--- config.mk ---
export PLATFORM = sky130hd
export DESIGN_NAME = jk_bank_scheduler
export DESIGN_NICKNAME = d
export VERILOG_FILES = /design/src/rtl/jk_pkg.sv /design/src/rtl/jk_bank_scheduler_rr_arbiter.sv /design/src/rtl/jk_bank_scheduler.sv
export SDC_FILE = /design/constraint.sdc
export NUM_CORES = 1
export LEC_CHECK = 0
export ABC_AREA = 1
export BUFFER_PORTS_ARGS = -buffer_cell sky130_fd_sc_hd__buf_4
export CORE_ASPECT_RATIO = 0.5
export CORE_MARGIN = 2
export CORE_UTILIZATION = 47
export DETAILED_ROUTE_END_ITERATION = 12
export PLACE_DENSITY = 0.88
export REMOVE_ABC_BUFFERS = 1
export SETUP_SLACK_MARGIN = 0.4
export SLEW_MARGIN = 20
export SYNTH_ARGS = -nofsm -noshare
export SYNTH_HDL_FRONTEND = slang
export SYNTH_SLANG_ARGS = --single-unit
export TNS_END_PERCENT = 1
--- constraint.sdc ---
create_clock -name clk -period 2.6 [get_ports clk]
set_input_delay 0 -clock clk [delete_from_list [all_inputs] [get_ports clk]]
set_output_delay 0 -clock clk [all_outputs]
set_load 0.05 [all_outputs]
--- src/rtl/jk_pkg.sv ---
// Shared definitions for the JK bank scheduler: op encoding, FSM states and the
// per-bit expected-result helper used by the optional check stage.
package jk_pkg;

   localparam logic [1:0] OP_HOLD = 2'b00;
   localparam logic [1:0] OP_CLR  = 2'b01;
   localparam logic [1:0] OP_SET  = 2'b10;
   localparam logic [1:0] OP_TGL  = 2'b11;

   typedef enum logic [1:0] {
      INIT  = 2'd0,
      IDLE  = 2'd1,
      DRIVE = 2'd2,
      CHECK = 2'd3
   } jk_state_e;

   // Expected bank bit after one JK op: unmasked bits keep their previous value.
   function automatic logic jk_expect_bit(input logic [1:0] op, input logic m, input logic qp);
      logic f;
      case (op)
         OP_HOLD: f = qp;
         OP_CLR:  f = 1'b0;
         OP_SET:  f = 1'b1;
         default: f = ~qp;
      endcase
      return m ? f : qp;
   endfunction

endpackage

--- src/rtl/jk_bank_scheduler_rr_arbiter.sv ---
// Round-robin arbiter: searches upward from ptr_i+1 with wrap and returns a
// one-hot grant, its index and an any-grant flag (all combinational).
module rr_arbiter #(
   parameter int unsigned N = 4
) (
   input  logic [N-1:0]         req_i,
   input  logic [$clog2(N)-1:0] ptr_i,
   output logic [N-1:0]         gnt_c,
   output logic [$clog2(N)-1:0] idx_c,
   output logic                 any_c
);

   localparam int unsigned IW = $clog2(N);

   logic [IW-1:0] cand;

   always_comb begin
      gnt_c = '0;
      idx_c = '0;
      any_c = 1'b0;
      cand  = '0;
      for (int unsigned off = 1; off <= N; off++) begin
         cand = IW'((32'(ptr_i) + off) % N);
         if (!any_c && req_i[cand]) begin
            any_c       = 1'b1;
            gnt_c[cand] = 1'b1;
            idx_c       = cand;
         end
      end
   end

endmodule

--- src/rtl/jk_bank_scheduler.sv ---
// Round-robin scheduler sharing one JK flip-flop bank among NREQ requesters.
// Define JK_SCHED_CHECK_EN to add the CHECK state and sticky err comparison.
module jk_bank_scheduler
   import jk_pkg::*;
#(
   parameter int unsigned NREQ  = 4,
   parameter int unsigned WIDTH = 8
) (
   input  logic                    clk,
   input  logic                    reset,
   input  logic [NREQ-1:0]         req_valid,
   input  logic [2*NREQ-1:0]       req_op,
   input  logic [WIDTH*NREQ-1:0]   req_mask,
   output logic [NREQ-1:0]         req_ready,
   output logic [$clog2(NREQ)-1:0] grant_id,
   output logic [WIDTH-1:0]        j_out,
   output logic [WIDTH-1:0]        k_out,
   output logic                    bank_rst_n,
   input  logic [WIDTH-1:0]        q_in,
   output logic                    busy,
   output logic                    done,
   output logic                    err
);

   localparam int unsigned IW = $clog2(NREQ);

   jk_state_e        state_q;
   logic [IW-1:0]    ptr_q;
   logic [IW-1:0]    grant_q;
   logic [WIDTH-1:0] j_q;
   logic [WIDTH-1:0] k_q;
   logic             bank_rst_n_q;
   logic             busy_q;
   logic             done_q;

   logic [NREQ-1:0]  gnt_oh;
   logic [IW-1:0]    gnt_idx;
   logic             gnt_any;
   logic [1:0]       op_sel;
   logic [WIDTH-1:0] mask_sel;

   rr_arbiter #(.N(NREQ)) u_arb (
      .req_i (req_valid),
      .ptr_i (ptr_q),
      .gnt_c (gnt_oh),
      .idx_c (gnt_idx),
      .any_c (gnt_any)
   );

   // Handshake is only offered while idle.
   assign req_ready = (state_q == IDLE) ? gnt_oh : '0;

   always_comb begin
      op_sel   = '0;
      mask_sel = '0;
      for (int unsigned i = 0; i < NREQ; i++) begin
         if (gnt_oh[i]) begin
            op_sel   = req_op[2*i +: 2];
            mask_sel = req_mask[WIDTH*i +: WIDTH];
         end
      end
   end

`ifdef JK_SCHED_CHECK_EN
   logic [1:0]       op_q;
   logic [WIDTH-1:0] mask_q;
   logic [WIDTH-1:0] q_prev_q;
   logic [WIDTH-1:0] exp_c;
   logic             err_q;

   always_comb begin
      exp_c = '0;
      for (int unsigned b = 0; b < WIDTH; b++) begin
         exp_c[b] = jk_expect_bit(op_q, mask_q[b], q_prev_q[b]);
      end
   end

   assign err = err_q;
`else
   logic unused_q;
   assign unused_q = ^q_in;
   assign err      = 1'b0;
`endif

   always_ff @(posedge clk or posedge reset) begin
      if (reset) begin
         state_q      <= INIT;
         ptr_q        <= IW'(NREQ - 1);
         grant_q      <= '0;
         j_q          <= '0;
         k_q          <= '0;
         bank_rst_n_q <= 1'b0;
         busy_q       <= 1'b1;
         done_q       <= 1'b0;
`ifdef JK_SCHED_CHECK_EN
         op_q         <= '0;
         mask_q       <= '0;
         q_prev_q     <= '0;
         err_q        <= 1'b0;
`endif
      end else begin
         done_q <= 1'b0;
         j_q    <= '0;
         k_q    <= '0;
         case (state_q)
            INIT: begin
               bank_rst_n_q <= 1'b1;
               busy_q       <= 1'b0;
               state_q      <= IDLE;
            end
            IDLE: begin
               if (gnt_any) begin
                  grant_q <= gnt_idx;
                  ptr_q   <= gnt_idx;
                  j_q     <= op_sel[1] ? mask_sel : '0;
                  k_q     <= op_sel[0] ? mask_sel : '0;
                  busy_q  <= 1'b1;
                  state_q <= DRIVE;
`ifdef JK_SCHED_CHECK_EN
                  op_q     <= op_sel;
                  mask_q   <= mask_sel;
                  q_prev_q <= q_in;
`else
                  done_q   <= 1'b1;
`endif
               end
            end
            DRIVE: begin
`ifdef JK_SCHED_CHECK_EN
               done_q  <= 1'b1;
               state_q <= CHECK;
`else
               busy_q  <= 1'b0;
               state_q <= IDLE;
`endif
            end
`ifdef JK_SCHED_CHECK_EN
            CHECK: begin
               if (q_in != exp_c) err_q <= 1'b1;
               busy_q  <= 1'b0;
               state_q <= IDLE;
            end
`endif
            default: begin
               busy_q  <= 1'b1;
               state_q <= INIT;
            end
         endcase
      end
   end

   assign grant_id   = grant_q;
   assign j_out      = j_q;
   assign k_out      = k_q;
   assign bank_rst_n = bank_rst_n_q;
   assign busy       = busy_q;
   assign done       = done_q;

endmodule

-- Word-level counts from Yosys, hierarchy flattened
Cells that the tools add are included.
- register bits after elaboration: 25
- input bits: 54
- output and inout bits: 26
- logic and storage cells: 88
- add/subtract/negate cells: 4
- $lt $le $gt $ge: 8
- eq/ne operators: 3
- mux-type cells: 49
- bitwise gates (word level): 3
- reductions and logical operators: 13
- operators by type and width (kind ; number):
    $mux 8 ; 10
    $mux 4 ; 5
    $mux 2 ; 9
    $mux 1 ; 15
    $lt 2x3->1 const B ; 4
    $or 4x4->4 ; 3
    $bmux 1 s2 ; 4
    $demux 1 s2 ; 4
    $ge 2x1->1 const B ; 4
    $logic_and 1x1->1 ; 7
    $add 2x1->2 const B ; 2
    $add 2x2->2 const B ; 2
    $pmux 2 s2 ; 1
    $logic_not 1->1 ; 3
    $eq 2x1->1 const B ; 1
    $eq 2x2->1 const B ; 1
    $logic_not 2->1 ; 1
    $ne 2x2->1 const B ; 1
    $pmux 1 s2 ; 1
    $reduce_and 2->1 ; 1
    $reduce_or 2->1 ; 1

-- Logic depth before layout (Yosys ltp)
Gate-level depths: netlist of run 1.
- depth in word-level cells: 20
- gate-level depth with buffers: 18
- depth with buffers taken out: 16

-- By module
Synthesis of run 1 repeated with hierarchy kept, for this count alone.
- cells, all modules: 244
- area total of the unflattened synthesis: 1735.4 um^2
- modules (own cells, without submodules) (module ; times used ; cells each ; area each (um^2) ; sequential area each (um^2)):
    jk_bank_scheduler ; 1 ; 170 ; 1277.5 ; 629.4
    rr_arbiter ; 1 ; 74 ; 457.9 ; 0.0

-- Worst setup path before layout of run 1
Ideal clock, no wire load.
- path type: register -> register
- from: reg ptr_q[0]
- to: reg j_q[0] (netlist: j_out[0])
- library setup time: 123 ps
- data arrival time: 2267 ps
- required time: 2477 ps
- slack: 211 ps
- cell stages (with the launch flop): 17
- path buffers: 2
- period minus slack after synthesis: 2389 ps
- path through: dfstp_2 buf_6 inv_6 ha_1 inv_1 o211ai_1 nand2_4 inv_1 nand3_1 nand3_2 buf_6 a21oi_2 nand2_1 nand2_1 nand2_2 nand2_4 nor2_2
- cells in the longest elaborated chain, start to end: 20
- elaborated cells on any way between the ends: 60
- classes of those cells: add/sub (4); order compare (8); mux (35); bitwise (3); reduce/logical (10)
- ends and longest elaborated chain (item ; line ; text):
    from (decl) ; jk_bank_scheduler.sv:28 ; logic [IW-1:0] ptr_q;
    from (signal assigned) ; jk_bank_scheduler.sv:88 ; ptr_q <= IW'(NREQ - 1);
    from (signal assigned) ; jk_bank_scheduler.sv:114 ; ptr_q <= gnt_idx;
    branches (longest 18 deep; another with $lt 2x3->1) ; n/a ;
    $mux 8 * ; jk_bank_scheduler.sv:112 ; if (gnt_any) begin
    $mux 8 * ; jk_bank_scheduler.sv:105 ; case (state_q)
    to (signal assigned) ; jk_bank_scheduler.sv:115 ; j_q <= op_sel[1] ? mask_sel : '0;
    to (decl) ; jk_bank_scheduler.sv:30 ; logic [WIDTH-1:0] j_q;
Mark *: on every way between the ends. The select of a mux whose other input is x is not followed.
A chain may end at the register's enable or synchronous reset.

-- Worst setup path in the final report of run 1
- from: reg ptr_q[1]
- to: reg k_q[3] (netlist: k_out[3])
- cells in the longest elaborated chain, start to end: 20
- elaborated cells on any way between the ends: 60
- classes of those cells: add/sub (4); order compare (8); mux (35); bitwise (3); reduce/logical (10)
- ends and longest elaborated chain (item ; line ; text):
    branches (longest 18 deep; another with $lt 2x3->1) ; n/a ;
    $mux 8 * ; jk_bank_scheduler.sv:112 ;
    $mux 8 * ; jk_bank_scheduler.sv:105 ;
    to (signal assigned) ; jk_bank_scheduler.sv:116 ; k_q <= op_sel[0] ? mask_sel : '0;
    to (decl) ; jk_bank_scheduler.sv:31 ; logic [WIDTH-1:0] k_q;
Marked as above.

==> impl_results.html, run 1 <==
<table>
<tr><th>Metric</th><th>Value</th></tr>
<tr><th colspan="2">Synth</th></tr>
<tr><td>Cell count after synthesis</td><td>230</td></tr>
<tr><td>Proportion of synthesized area in mux cells</td><td>0</td></tr>
<tr><td>Compound-gate portion of the synthesized area</td><td>0.142</td></tr>
<tr><td>Largest family of logic cells by synthesized area</td><td>simple AND/OR/NAND/NOR gates</td></tr>
<tr><td>Xor/xnor cell area share of the yosys netlist</td><td>0</td></tr>
<tr><td>Cell area after technology mapping</td><td>0.00178 sq mm</td></tr>
<tr><td>Flip-flop and latch count after synthesis</td><td>25</td></tr>
<tr><td>Synthesis Warnings</td><td>0</td></tr>
<tr><td>Post-synthesis share of cell area spent on and, or, nand and nor gates</td><td>0.345</td></tr>
<tr><td>Unique masters post-synth</td><td>30</td></tr>
<tr><td>Register area share after synthesis</td><td>0.353</td></tr>
<tr><td>Synthesized area per cell</td><td>just under 8 sq um</td></tr>
<tr><td>Arithmetic-cell share of the synthesized area counting full adders, half adders and majority gates</td><td>0.0561</td></tr>
<tr><th colspan="2">Die</th></tr>
<tr><td>Full die area</td><td>0.00433 sq mm</td></tr>
<tr><td>DIE HEIGHT</td><td>between 40 and 50 um</td></tr>
<tr><td>Initial core utilization</td><td>0.505</td></tr>
<tr><td>DIE WIDTH</td><td>91.1 um</td></tr>
<tr><td>Number of placed I/O pins</td><td>80</td></tr>
<tr><td>Num rows</td><td>15</td></tr>
<tr><td>Core Box Area</td><td>~0.0035 sq mm</td></tr>
<tr><th colspan="2">Setup path</th></tr>
<tr><td>CP startpoint</td><td>ptr_q[1]</td></tr>
<tr><td>R2R Path End</td><td>k_out[3]</td></tr>
<tr><td>End point of the critical path</td><td>k_out[3]</td></tr>
<tr><td>Req. time, crit path</td><td>2.76 ns</td></tr>
<tr><td>Largest fanout on the critical path</td><td>9</td></tr>
<tr><td>Start-to-end type of the worst setup path</td><td>flop to flop</td></tr>
<tr><td>Arrival time reported for the critical path endpoint</td><td>around 2.6 ns</td></tr>
<tr><td>Worst flop-to-flop path startpoint</td><td>ptr_q[1]</td></tr>
<tr><td>Worst Setup End Kind</td><td>flop</td></tr>
<tr><td>Setup slack on the worst flop-to-flop path</td><td>approximately 0.18 ns</td></tr>
<tr><td>Critical path launch point type</td><td>flop</td></tr>
<tr><td>Number of cells on the worst reg-to-reg path</td><td>13</td></tr>
<tr><th colspan="2">Timing</th></tr>
<tr><td>Final critical delay including setup and external delays</td><td>2.42 ns</td></tr>
<tr><td>Unrepaired setup endpoints after global routing</td><td>yes</td></tr>
<tr><td>Worst-Margin Slew</td><td>0.932 ns</td></tr>
<tr><td>Highest attainable clock frequency</td><td>413 MHz</td></tr>
<tr><td>Number of failing hold endpoints at the final stage</td><td>0</td></tr>
<tr><td>Final Max Tran Viols</td><td>0</td></tr>
<tr><td>Final number of setup-violating endpoints</td><td>0</td></tr>
<tr><td>Worst Skew</td><td>~0.010 ns</td></tr>
<tr><td>Sum of negative setup slack</td><td>0 ns</td></tr>
<tr><td>Max_slew headroom</td><td>0.378</td></tr>
<tr><td>Ratio of final minimum period to clock period</td><td>0.931</td></tr>
<tr><th colspan="2">Global routing</th></tr>
<tr><td>Largest net degree at the start of global routing</td><td>26</td></tr>
<tr><td>Number of antenna violations at the first check in global routing</td><td>0</td></tr>
<tr><td>All-Layer GR Usage</td><td>0.246</td></tr>
<tr><td>Via count of the first global-routing pass</td><td>around 1,700</td></tr>
<tr><td>First-pass GRT wire length</td><td>8190 um</td></tr>
<tr><td>Aggregate global routing overflow</td><td>0</td></tr>
<tr><th colspan="2">CTS</th></tr>
<tr><td>Maximum count of clock buffers along a single path</td><td>2</td></tr>
<tr><td>Number of CTS-inserted buffers</td><td>3</td></tr>
<tr><td>Total number of H-tree levels</td><td>1</td></tr>
<tr><td>CTS tree</td><td>done</td></tr>
<tr><td>Clock sinks</td><td>25</td></tr>
<tr><td>Clock root buffer master</td><td>clkbuf_8</td></tr>
<tr><td>Clk pin slew, worst setup/hold paths</td><td>about 0.090 ns</td></tr>
<tr><td>Insertion delay to the later sink of the worst-skew pair</td><td>0.27 ns</td></tr>
<tr><th colspan="2">Route</th></tr>
<tr><td>DRT Pass-1 Iters</td><td>4</td></tr>
<tr><td>Residual antenna-violating net count after detailed routing</td><td>0</td></tr>
<tr><td>Ratio of routed vias to standard cells</td><td>5.29</td></tr>
<tr><td>Drc violations</td><td>0</td></tr>
<tr><td>Wire per inst</td><td>15.3 um</td></tr>
<tr><td>Final Routed Wirelength</td><td>5590 um</td></tr>
<tr><td>Initial detailed-routing violation count</td><td>105</td></tr>
<tr><td>Total via count after detailed routing</td><td>between 1,500 and 2,000</td></tr>
<tr><th colspan="2">Placed design</th></tr>
<tr><td>Count of input and output buffers</td><td>70</td></tr>
<tr><td>Detailed Place HPWL</td><td>3370 um</td></tr>
<tr><td>Routability cong.</td><td>~0.83</td></tr>
<tr><th colspan="2">Job</th></tr>
<tr><td>Max-capacitance violation count</td><td>0</td></tr>
<tr><th colspan="2">Final layout</th></tr>
<tr><td>Area Growth Syn to Fin</td><td>53.0%</td></tr>
<tr><td>Antenna fix cells</td><td>0</td></tr>
<tr><td>Final design utilization</td><td>0.773</td></tr>
<tr><td>Layout filler cell count</td><td>202</td></tr>
<tr><td>Share of cells above drive strength 1</td><td>0.497</td></tr>
<tr><td>Count of nets after finishing</td><td>377</td></tr>
<tr><th colspan="2">Status</th></tr>
<tr><td>Run status</td><td>finished clean</td></tr>
<tr><th colspan="2">Worst hold path</th></tr>
<tr><td>Worst hold path type</td><td>input port to flop</td></tr>
</table>
## worst min path at each step
stage            startpoint          to  slack, ns  cells past startpoint
2_1_floorplan         reset  bank_rst_n       0.03                      1
3_3_place_gp          reset    j_out[1]       0.23                      2
3_5_place_dp          reset    j_out[1]       0.25                      2
4_1_cts        req_mask[10]    k_out[2]       0.11                      5
5_1_grt        req_mask[10]    k_out[2]       0.12                      5
6_report       req_mask[10]    k_out[2]       0.10                      5
## per-stage QoR
stage / worst slack [ns] / cell area, sq um / cells / hold WS, ns
after floorplan: 0.0805 / 1720 / 222 / 0.0251
after global placement: 0.126 / 2370 / 349 / 0.229
after detailed placement: 0.0535 / 2370 / 349 / 0.252
after CTS: 0.295 / 2690 / 364 / 0.109
after global routing: 0.0965 / 2730 / 365 / 0.119
final: 0.180 / 2730 / 365 / 0.102
## cells in the final DEF, fill, tap and decap left out, drive strengths merged, types with 2 or more instances in the layout
cell / Yosys / routed
nand3: 23 / 24
ha: 8 / 8
buf: 8 / 86
inv: 29 / 29
nand4: 5 / 5
a21oi: 21 / 21
clkbuf: 0 / 4
nand2: 69 / 69
a21boi: 11 / 11
o21ai: 4 / 4
dfrtp: 22 / 22
dfstp: 3 / 3
o211ai: 2 / 2
nor2: 22 / 22
## synthesized netlist by cell type
| cell | count | area, sq um |
|---|---|---|
| a21boi_0 | 1 | 7.51 |
| a21boi_1 | 9 | 67.6 |
| a21boi_2 | 1 | 11.3 |
| a21oi_1 | 18 | 90.1 |
| a21oi_2 | 3 | 26.3 |
| buf_2 | 3 | 15.0 |
| buf_4 | 1 | 7.51 |
| buf_6 | 4 | 45.0 |
| conb_1 | 1 | 3.75 |
| dfrtp_1 | 22 | 551 |
| dfstp_2 | 3 | 78.8 |
| ha_1 | 8 | 100 |
| inv_1 | 24 | 90.1 |
| inv_2 | 4 | 15.0 |
| inv_6 | 1 | 8.76 |
| nand2_1 | 57 | 214 |
| nand2_2 | 8 | 50.1 |
| nand2_4 | 4 | 45.0 |
| nand3_1 | 18 | 90.1 |
| nand3_2 | 4 | 40.0 |
| nand3_4 | 1 | 17.5 |
| nand4_1 | 4 | 25.0 |
| nand4_2 | 1 | 12.5 |
| nor2_1 | 11 | 41.3 |
| nor2_2 | 9 | 56.3 |
| nor2_4 | 2 | 22.5 |
| o211ai_1 | 2 | 15.0 |
| o21ai_0 | 4 | 20.0 |
| o21bai_1 | 1 | 7.51 |
| o221ai_1 | 1 | 8.76 |
## cell families after synthesis
family,after synthesis
AOI/OAI and AO/OA,40
DFF,25
other,1
and+or+nand+nor,119
buffers and inverters,37
adders and majority gates,8
## timing repair
action	4_1_cts	5_1_grt
cloned	2	0
hold buffers	1	0
endpoints found under the setup margin	24	25
buffers inserted	8	1
pin swaps	26	7
endpoints found under the hold margin	22	0
resized for setup	36	7
## registers in the layout, summed over array words and instances, names as in the netlist
| name | cells |
|---|---|
| grant_id | 2 |
| busy | 1 |
| state_q | 2 |
| j_out | 8 |
| ptr_q | 2 |
| done | 1 |
| bank_rst_n | 1 |
| k_out | 8 |
## final cells by class
cell class | instances | area [sq um] | area share
Multi-Input combinational cell | 169 | 1120 | 0.411
Timing Repair Buffer | 87 | 748 | 0.274
Tap cell | 51 | 63.8 | 0.0234
Clock buffer | 4 | 45.0 | 0.0165
Inverter | 29 | 119 | 0.0436
Sequential cell | 25 | 629 | 0.231
## worst max-delay path, stage by stage, from the launching register on
cell	delay, ns
dfstp_2	0.58
inv_4	0.05
ha_4	0.29
inv_2	0.06
o211ai_1	0.13
nand2_4	0.14
nor2_4	0.19
nand2_2	0.09
nand3_4	0.17
buf_12	0.13
buf_16	0.11
a21oi_2	0.05
a21boi_2	0.20
nor2_1	0.09
## layer usage
layer | wire, um | track usage
met4 | 189 | 0.0697
met1 | 2200 | 0.293
met3 | 385 | 0.0346
met5 | 0 | 0
met2 | 2810 | 0.493
Power of run 1 is not shown: default switching activity piles up to over one toggle a cycle in this logic, so the estimate is an artifact.
==> run 2, diff against run 1 <==
Settings changed: CORE_ASPECT_RATIO 0.5 to 0.75, GPL_TIMING_DRIVEN set to 0.
==> impl_results.html, run 2 (synthesized netlist as in run 1, its figures left out) <==
<table>
<tr><th>Metric</th><th>Value</th></tr>
<tr><th colspan="2">Global routing</th></tr>
<tr><td>Largest net degree at the start of global routing</td><td>26</td></tr>
<tr><td>Number of antenna violations at the first check in global routing</td><td>0</td></tr>
<tr><td>All-Layer GR Usage</td><td>0.240</td></tr>
<tr><td>First-pass GRT wire length</td><td>7840 um</td></tr>
<tr><td>Aggregate global routing overflow</td><td>0</td></tr>
<tr><td>Via count of the first global-routing pass</td><td>about 1,600</td></tr>
<tr><th colspan="2">Timing</th></tr>
<tr><td>Fin Hold WS</td><td>approximately 0.11 ns</td></tr>
<tr><td>Worst Skew</td><td>approximately 0.0034 ns</td></tr>
<tr><td>Highest attainable clock frequency</td><td>399 MHz</td></tr>
<tr><td>Unrepaired setup endpoints after global routing</td><td>yes</td></tr>
<tr><td>Final critical delay including setup and external delays</td><td>2.51 ns</td></tr>
<tr><td>Final number of setup-violating endpoints</td><td>0</td></tr>
<tr><td>Worst-Margin Slew</td><td>0.889 ns</td></tr>
<tr><td>Final Max Tran Viols</td><td>0</td></tr>
<tr><td>Ratio of final minimum period to clock period</td><td>0.964</td></tr>
<tr><td>Max_slew headroom</td><td>0.407</td></tr>
<tr><td>Number of failing hold endpoints at the final stage</td><td>0</td></tr>
<tr><td>Post-route setup slack</td><td>0.0935 ns</td></tr>
<tr><th colspan="2">Final layout</th></tr>
<tr><td>Non-Filler Cell Area, Final</td><td>0.00266 sq mm</td></tr>
<tr><td>Most frequent standard cell in the layout excluding fill and tap cells</td><td>buf_4</td></tr>
<tr><td>Layout filler cell count</td><td>273</td></tr>
<tr><td>Most frequent cells in the layout</td><td>buf_4 (82), nand2_1 (55), inv_1 (23)</td></tr>
<tr><td>Count of nets after finishing</td><td>379</td></tr>
<tr><td>Share of cells above drive strength 1</td><td>0.462</td></tr>
<tr><td>Antenna fix cells</td><td>0</td></tr>
<tr><td>Area Growth Syn to Fin</td><td>49.1%</td></tr>
<tr><th colspan="2">Worst hold path</th></tr>
<tr><td>Worst hold path type</td><td>input port to flop</td></tr>
<tr><td>End of the worst hold path</td><td>j_out[2]</td></tr>
<tr><td>Worst hold path cell count</td><td>4</td></tr>
<tr><td>Source of the worst hold timing path</td><td>req_mask[26]</td></tr>
<tr><th colspan="2">Status</th></tr>
<tr><td>Run status</td><td>finished clean</td></tr>
<tr><th colspan="2">Setup path</th></tr>
<tr><td>Largest fanout on the critical path</td><td>10</td></tr>
<tr><td>Worst flop-to-flop path startpoint</td><td>ptr_q[0]</td></tr>
<tr><td>Setup slack on the worst flop-to-flop path</td><td>~0.12 ns</td></tr>
<tr><td>Req. time, crit path</td><td>2.60 ns</td></tr>
<tr><td>Sequence of cells on the critical path</td><td>inv_8 -&gt; ha_4 -&gt; inv_2 -&gt; nand3_2 -&gt; nand2_4 -&gt; nor2_4 -&gt; buf_4 -&gt; nand4_1 -&gt; buf_4 -&gt; nand3_4 -&gt; nand2_1 -&gt; inv_1 -&gt; buf_6</td></tr>
<tr><td>R2R Path End</td><td>k_out[0]</td></tr>
<tr><td>Slowest stage cell on the critical path</td><td>dfstp_4</td></tr>
<tr><td>Arrival time reported for the critical path endpoint</td><td>2.51 ns</td></tr>
<tr><td>Number of cells on the worst reg-to-reg path</td><td>12</td></tr>
<tr><td>Critical path launch point type</td><td>flop</td></tr>
<tr><td>Cell repeated most along the worst path</td><td>buf_4</td></tr>
<tr><td>Worst Setup End Kind</td><td>output port</td></tr>
<tr><td>Start-to-end type of the worst setup path</td><td>flop to output port</td></tr>
<tr><td>Slowest stage delay, CP</td><td>roughly 0.66 ns</td></tr>
<tr><th colspan="2">CTS</th></tr>
<tr><td>Maximum count of clock buffers along a single path</td><td>2</td></tr>
<tr><td>Clk pin slew, worst setup/hold paths</td><td>0.09 ns</td></tr>
<tr><td>Insertion delay to the later sink of the worst-skew pair</td><td>around 0.27 ns</td></tr>
<tr><td>Clock root buffer master</td><td>clkbuf_8</td></tr>
<tr><td>Clock sinks</td><td>25</td></tr>
<tr><td>CTS tree</td><td>done</td></tr>
<tr><td>Number of CTS-inserted buffers</td><td>3</td></tr>
<tr><td>Total number of H-tree levels</td><td>1</td></tr>
<tr><th colspan="2">Route</th></tr>
<tr><td>Initial detailed-routing violation count</td><td>150</td></tr>
<tr><td>Drc violations</td><td>0</td></tr>
<tr><td>Ratio of routed vias to standard cells</td><td>around 5.2</td></tr>
<tr><td>Residual antenna-violating net count after detailed routing</td><td>0</td></tr>
<tr><td>Final Routed Wirelength</td><td>5530 um</td></tr>
<tr><td>Total via count after detailed routing</td><td>1,913</td></tr>
<tr><td>Wire per inst</td><td>15.0 um</td></tr>
<tr><td>DRT Pass-1 Iters</td><td>5</td></tr>
<tr><th colspan="2">Placed design</th></tr>
<tr><td>Area after detailed placement</td><td>between 0.002 and 0.0025 sq mm</td></tr>
<tr><td>Detailed Place HPWL</td><td>3290 um</td></tr>
<tr><td>Routability cong.</td><td>around 0.9</td></tr>
<tr><td>Count of input and output buffers</td><td>70</td></tr>
<tr><td>Post-Place Setup Slack</td><td>-0.349 ns</td></tr>
<tr><th colspan="2">Die</th></tr>
<tr><td>DIE HEIGHT</td><td>57.3 um</td></tr>
<tr><td>Initial core utilization</td><td>0.490</td></tr>
<tr><td>Core Box Area</td><td>0.00364 sq mm</td></tr>
<tr><td>Number of placed I/O pins</td><td>80</td></tr>
<tr><td>Full die area</td><td>0.00431 sq mm</td></tr>
<tr><td>Num rows</td><td>19</td></tr>
<tr><td>DIE WIDTH</td><td>75.1 um</td></tr>
<tr><th colspan="2">Job</th></tr>
<tr><td>Max-capacitance violation count</td><td>0</td></tr>
</table>
run 2: cell types whose count changed in the layout (fill, tap and decap cells not counted), sizes merged:
cell    previous run  this run
inv               29        30
nand3             24        26
nand4              5         6
buf               86        84
clkinv             0         1
clkbuf             4         3
run 2: area by class of cell:
class	instances	area, sq um	share of cell area
clock inverters	1	5.00	0.00188
repair inverters	1	3.75	0.00141
multi-input cells	172	1140	0.428
clock buffers	3	41.3	0.0155
repair buffers	85	648	0.244
flip-flops and latches	25	633	0.238
well taps	52	65.1	0.0245
inverters	29	124	0.0466
run 2: worst max path at each step:
| stage | slack, ns | cells past startpoint | to | start |
|---|---|---|---|---|
| floorplan | 0.08 | 14 | k_out[0] | ptr_q[0] |
| global placement | -0.33 | 14 | k_out[6] | ptr_q[0] |
| detailed placement | -0.35 | 15 | k_out[6] | ptr_q[0] |
| CTS | 0.14 | 15 | j_out[1] | ptr_q[0] |
| global route | 0.01 | 13 | req_ready[2] | ptr_q[0] |
| finish | 0.09 | 13 | req_ready[2] | ptr_q[0] |
run 2: timing repair:
| item | in CTS | in global routing |
|---|---|---|
| buffers inserted | 9 | 5 |
| gates resized for setup | 17 | 12 |
| hold buffers | 1 | 0 |
| cloned | 4 | 1 |
| hold endpoints to repair | 22 | 0 |
| pin swaps | 10 | 4 |
| setup endpoints to repair | 27 | 26 |
run 2: metal layers:
metal  wire length (um)  vias up  GRT usage
met5                  0        -          0
li1                   -      924          -
met3                603       17     0.0477
met4                121        0     0.0663
met1               2210      866      0.328
met2               2590      106      0.390
run 2: worst max-delay path, delay by kind of cell (launching register included):
| kind | cells | cell delay, ns |
|---|---|---|
| adder cells (fa/ha/maj) | 1 | 0.29 |
| flip-flops | 1 | 0.66 |
| AND/OR/NAND/NOR | 6 | 0.65 |
| buffers and inverters | 6 | 0.64 |
run 2: through the flow:
stage,cells,setup TNS (ns),util
global route,368,0,0.731
global placement,344,-4.86,0.634
floorplan,222,0,-
detailed placement,344,-5.25,0.634
CTS,362,0,0.702
finish,368,0,0.731
Power of run 2 is left out for the same reason.
